### src/rtl/matinv2_seq.sv
// matinv2_seq: sequential 2x2 fixed-point inverse, adj(A)/det(A), via restoring-division reciprocal.
// Optional MATINV2_ROUND_EN: round-half-up in the adjugate scaling multiplies.
module matinv2_seq #(
  parameter int DATA_WIDTH  = 16,
  parameter int BIN_POS     = 8,
  parameter int MATRIX_SIZE = 2
) (
  input  logic                    clk,
  input  logic                    rst,
  input  logic                    in_valid,
  output logic                    in_ready,
  input  logic [DATA_WIDTH*4-1:0] a,
  output logic                    out_valid,
  input  logic                    out_ready,
  output logic [DATA_WIDTH*4-1:0] inv,
  output logic                    singular
);
  localparam int W  = DATA_WIDTH;
  localparam int F  = BIN_POS;
  localparam int CW = $clog2(2 * W);
  localparam logic signed [W-1:0] SMAX = {1'b0, {(W - 1){1'b1}}};
  localparam logic signed [W-1:0] SMIN = {1'b1, {(W - 1){1'b0}}};
  localparam logic [2*W-1:0] QMAX = {{(W + 1){1'b0}}, {(W - 1){1'b1}}};
  localparam logic [2*W-1:0] DVD0 = (2 * W)'(1) << (2 * F);
  localparam logic signed [2*W:0] HALF = (2 * W + 1)'(1) << (F - 1);
  localparam logic [CW-1:0] LAST = CW'(2 * W - 1);
`ifdef MATINV2_ROUND_EN
  localparam logic RND = 1'b1;
`else
  localparam logic RND = 1'b0;
`endif

  if (MATRIX_SIZE != 2 || BIN_POS >= DATA_WIDTH - 1 || BIN_POS < 1) begin : g_bad_cfg
    $error("matinv2_seq: unsupported configuration");
  end

  typedef enum logic [2:0] {IDLE, DET, RECIP, SCALE, DONE} state_t;

  function automatic logic signed [W-1:0] sat_w(input logic signed [2*W:0] v);
    return v > SMAX ? SMAX : v < SMIN ? SMIN : v[W-1:0];
  endfunction

  function automatic logic signed [W-1:0] mulq(input logic signed [W-1:0] x, input logic signed [W-1:0] y,
                                               input logic rnd);
    logic signed [2*W:0] p;
    p = (2 * W + 1)'(x) * (2 * W + 1)'(y);
    if (rnd) p = p + HALF;
    return sat_w(p >>> F);
  endfunction

  function automatic logic signed [W-1:0] nsat(input logic signed [W-1:0] x);
    return x == SMIN ? SMAX : -x;
  endfunction

  state_t              state_q;
  logic                in_ready_q, out_valid_q, singular_q, neg_q;
  logic [4*W-1:0]      m_q, inv_q;
  logic [W-1:0]        div_q, rem_q;
  logic [2*W-1:0]      dvd_q, quo_q;
  logic [CW-1:0]       cnt_q;
  logic [1:0]          k_q;

  logic signed [W-1:0] ma, mb, mc, md, det_d, recip, adj, scl;
  logic signed [2*W:0] det_full;
  logic [W:0]          rem_sh;
  logic [W-1:0]        rem_d, qsat;
  logic                ge;

  assign ma       = m_q[0*W +: W];
  assign mb       = m_q[1*W +: W];
  assign mc       = m_q[2*W +: W];
  assign md       = m_q[3*W +: W];
  assign det_full = (2 * W + 1)'(mulq(ma, md, 1'b0)) - (2 * W + 1)'(mulq(mb, mc, 1'b0));
  assign det_d    = sat_w(det_full);
  assign rem_sh   = {rem_q, dvd_q[2*W-1]};
  assign ge       = rem_sh >= {1'b0, div_q};
  assign rem_d    = W'(ge ? rem_sh - {1'b0, div_q} : rem_sh);
  assign qsat     = quo_q > QMAX ? QMAX[W-1:0] : quo_q[W-1:0];
  assign recip    = neg_q ? -$signed(qsat) : $signed(qsat);
  assign adj      = k_q == 2'd0 ? md : k_q == 2'd1 ? nsat(mb) : k_q == 2'd2 ? nsat(mc) : ma;
  assign scl      = mulq(adj, recip, RND);

  assign in_ready  = in_ready_q;
  assign out_valid = out_valid_q;
  assign inv       = inv_q;
  assign singular  = singular_q;

  always_ff @(posedge clk) begin
    if (rst) begin
      state_q     <= IDLE;
      in_ready_q  <= 1'b1;
      out_valid_q <= 1'b0;
      inv_q       <= '0;
      singular_q  <= 1'b0;
    end else begin
      case (state_q)
        IDLE: if (in_valid && in_ready_q) begin
          m_q        <= a;
          in_ready_q <= 1'b0;
          state_q    <= DET;
        end
        DET: if (det_d == '0) begin
          inv_q      <= '0;
          singular_q <= 1'b1;
          state_q    <= DONE;
        end else begin
          singular_q <= 1'b0;
          div_q      <= det_d[W-1] ? -det_d : det_d;
          neg_q      <= det_d[W-1];
          rem_q      <= '0;
          quo_q      <= '0;
          dvd_q      <= DVD0;
          cnt_q      <= '0;
          state_q    <= RECIP;
        end
        RECIP: begin
          rem_q <= rem_d;
          quo_q <= {quo_q[2*W-2:0], ge};
          dvd_q <= dvd_q << 1;
          cnt_q <= cnt_q + 1'b1;
          if (cnt_q == LAST) begin
            k_q     <= '0;
            state_q <= SCALE;
          end
        end
        SCALE: begin
          inv_q[k_q*W +: W] <= scl;
          k_q               <= k_q + 1'b1;
          if (k_q == 2'd3) state_q <= DONE;
        end
        DONE: if (!out_valid_q) out_valid_q <= 1'b1;
        else if (out_ready) begin
          out_valid_q <= 1'b0;
          in_ready_q  <= 1'b1;
          state_q     <= IDLE;
        end
        default: state_q <= IDLE;
      endcase
    end
  end
endmodule

### config.mk
export PLATFORM = sky130hd
export DESIGN_NAME = matinv2_seq
export DESIGN_NICKNAME = d
export VERILOG_FILES = /design/src/rtl/matinv2_seq.sv
export SDC_FILE = /design/constraint.sdc
export NUM_CORES = 2
export LEC_CHECK = 0
export ABC_AREA = 1
export BUFFER_PORTS_ARGS = -buffer_cell sky130_fd_sc_hd__buf_2
export CORE_UTILIZATION = 46
export DETAILED_ROUTE_END_ITERATION = 8
export GPL_ROUTABILITY_DRIVEN = 1
export SYNTH_ARGS = -nofsm -noshare
export SYNTH_HDL_FRONTEND = slang
export SYNTH_SLANG_ARGS = --single-unit
### constraint.sdc
create_clock -name clk -period 17.9 [get_ports clk]
set_clock_uncertainty 0.2 [all_clocks]
set_input_delay 0.895 -clock clk [delete_from_list [all_inputs] [get_ports clk]]
set_output_delay 0.895 -clock clk [all_outputs]
set_load 0.03 [all_outputs]
==> metrics.cfg <==
[setup_path]
regToRegSetupSlack_ps = 6080
arrival_ps = 11860
cp_max_fo = 69
critPathSlowestCell = edfxtp_1
slowest_delay_ps = 910
worstSetupStartpointType = flop
required_ps = 17940
critPathKind = reg2reg
critPathCaptureType = flop

[timing]
finalCritPeriodShare = 0.660
slew_violations = 0
hold_viol_final = 0
finalSetupViolCount = 0
fin_tns_setup_ps = 0
slew_headroom = 0.186
tightestPinTransition_ps = 1220
rsz0062_at_grt = no
timing.fmax_mhz = 84.6
finalCriticalPeriod_ps = 11820

[clock_network]
htree_num_levels = 1
cts_tree = done
insertion_delay_ps = 620
clk_pin_slew_ps = 80
root_buffer = clkbuf_16
hold_buffers = 0
numCtsBuffers = 30
post_cts_resize_count = 0
clockBufferDepth = 3
cts_sinks = 222
post_cts_buffers = 0

[synthesis]
yosysMostFrequentCell = inv_1
avgSynthCellArea_sq_um = 8.27
synth_cells = 5039
ys_ff_latch = 222
ys.flop_type = edfxtp_1
async_flop_share = 0
yosys.area.top_type = fa_1
synth_top_cells_by_area = fa_1, inv_1, edfxtp_1
yosysWarnings = 0
ys_seq_area_frac = 0.143
synth_commonest_cells = inv_1, nand2_1, fa_1
syn-num-nets = 6174
ys_types = 56
synth_top_area_share = 0.377
synth-edff-count = 152
mappedNetlistArea_sq_um = 41700

[detailed_routing]
first_pass_iters = 8
antenna_left = 0
via_count = 32000
via_per_inst = 5.12
drt-total-wl_mm = 114
drc = 1
wl_per_cell_um = 18.2
drtIter0Drc = 2269

[run_status]
violations = design-rule violations
outcome = finished with violations

[global_route]
grt_first_pass_wirelength_mm = 183
grt_overflow = 0
grt_max_degree = 70
grt_usage = 0.257
antenna_found_initial = 2
grt_pass1_vias = 33700

[floorplan]
start_util = 0.464
coreArea_sq_um = 89900
design.portCount = 135
die_y_um = 303
die_w_um = 303
num_rows = 110
dieArea_sq_um = 91800

[cells_and_area]
fin_area_sq_um = 44300
num_antenna_cells = 0
layout-drive-gt1-share = 0.0628
area_delta_synth_final_pct = 6.37
final_util = 0.493
nNetsFinal = 6187

[job]
drv_cap = 0

[place]
dp_hpwl_mm = 91.2
port_buffers = 134
dpl-instance-area_sq_um = 43300
routabilityCongestion = 0.956

[hold_path]
hp-class = in2reg

## routing by layer
layer	up-vias	GRT usage	share of wire
met5	-	0	0
met3	183	0.0337	0.064
li1	15000	-	-
met4	0	0.0775	0.031
met2	995	0.432	0.48
met1	15900	0.346	0.43
## worst max-delay path, delay by kind of cell, from the launching register on
| family | cells | cell delay, ps |
|---|---|---|
| AO/OA/AOI/OAI | 8 | 2420 |
| XOR/XNOR | 2 | 450 |
| adder cells (fa/ha/maj) | 9 | 4300 |
| buffers and inverters | 5 | 960 |
| flip-flops | 1 | 910 |
| AND/OR/NAND/NOR | 17 | 2170 |
## per-stage QoR
stage	worst slack [ps]	hold WS [ps]	std cells
after floorplan	4690	319	5039
after global placement	6300	265	6196
after detailed placement	6110	274	6196
after CTS	6100	219	6252
after global routing	5150	233	6252
final	6080	255	6252
## final cells by class
type                       count  area [sq um]
clock buffer                  31           754
multi-input combinational   3304         29900
timing repair buffer         186          1060
inverter                    1308          4910
fill                        8768         45500
sequential                   222          5970
tap                         1176          1470
clock inverter                25           263
## registers in the layout, summed over array words and instances (netlist names)
| name | count |
|---|---|
| inv | 64 |
| quo_q | 32 |
| in_ready | 1 |
| k_q | 2 |
| m_q | 64 |
| state_q | 3 |
| rem_q | 16 |
| dvd_q | 16 |
| out_valid | 1 |
| neg_q | 1 |
| cnt_q | 5 |
| singular | 1 |
| div_q | 16 |
## cells in the final DEF (no fill, tap or decap), types with 4 or more instances in the layout
cell / instances
nand3_1: 118
xnor2_1: 73
a21oi_2: 4
clkinv_1: 5
inv_1: 1299
nor2_1: 356
or2_2: 7
o21ai_1: 28
a21oi_1: 206
ha_1: 282
nor2_2: 9
nor3_1: 36
clkbuf_16: 30
inv_2: 6
nand2_2: 29
xor2_1: 95
buf_2: 134
o21ai_2: 7
dfxtp_1: 70
inv_6: 5
nand4_1: 48
o211ai_1: 9
a21o_1: 4
a31oi_1: 12
edfxtp_1: 152
nand2_1: 995
o21ai_0: 108
nor4_1: 10
clkinv_2: 7
buf_4: 52
o22ai_1: 13
nand3b_1: 12
fa_1: 785
nand2_4: 7
o21a_1: 11
o21bai_1: 8
## path summary, 6_finish.rpt
check	startpoint	end	cells past startpoint
worst max register to register	m_q[53]$_DFFE_PP_	quo_q[31]$_SDFFCE_PN0P_	41
worst min-delay path	a[3]	m_q[3]$_DFFE_PP_	1
worst min register to register	out_valid$_SDFFE_PP0P_	out_valid$_SDFFE_PP0P_	2
worst max-delay path	m_q[53]$_DFFE_PP_	quo_q[31]$_SDFFCE_PN0P_	41
## logic make-up after synthesis
family          share of synthesized area
xor+xnor                           0.0360
flops                               0.143
fa+ha+maj                           0.462
buf+inv                             0.140
simple gates                        0.162
compound gates                     0.0574
Power is not shown: default switching activity piles up to over one toggle a cycle in this logic, so the estimate is an artifact.
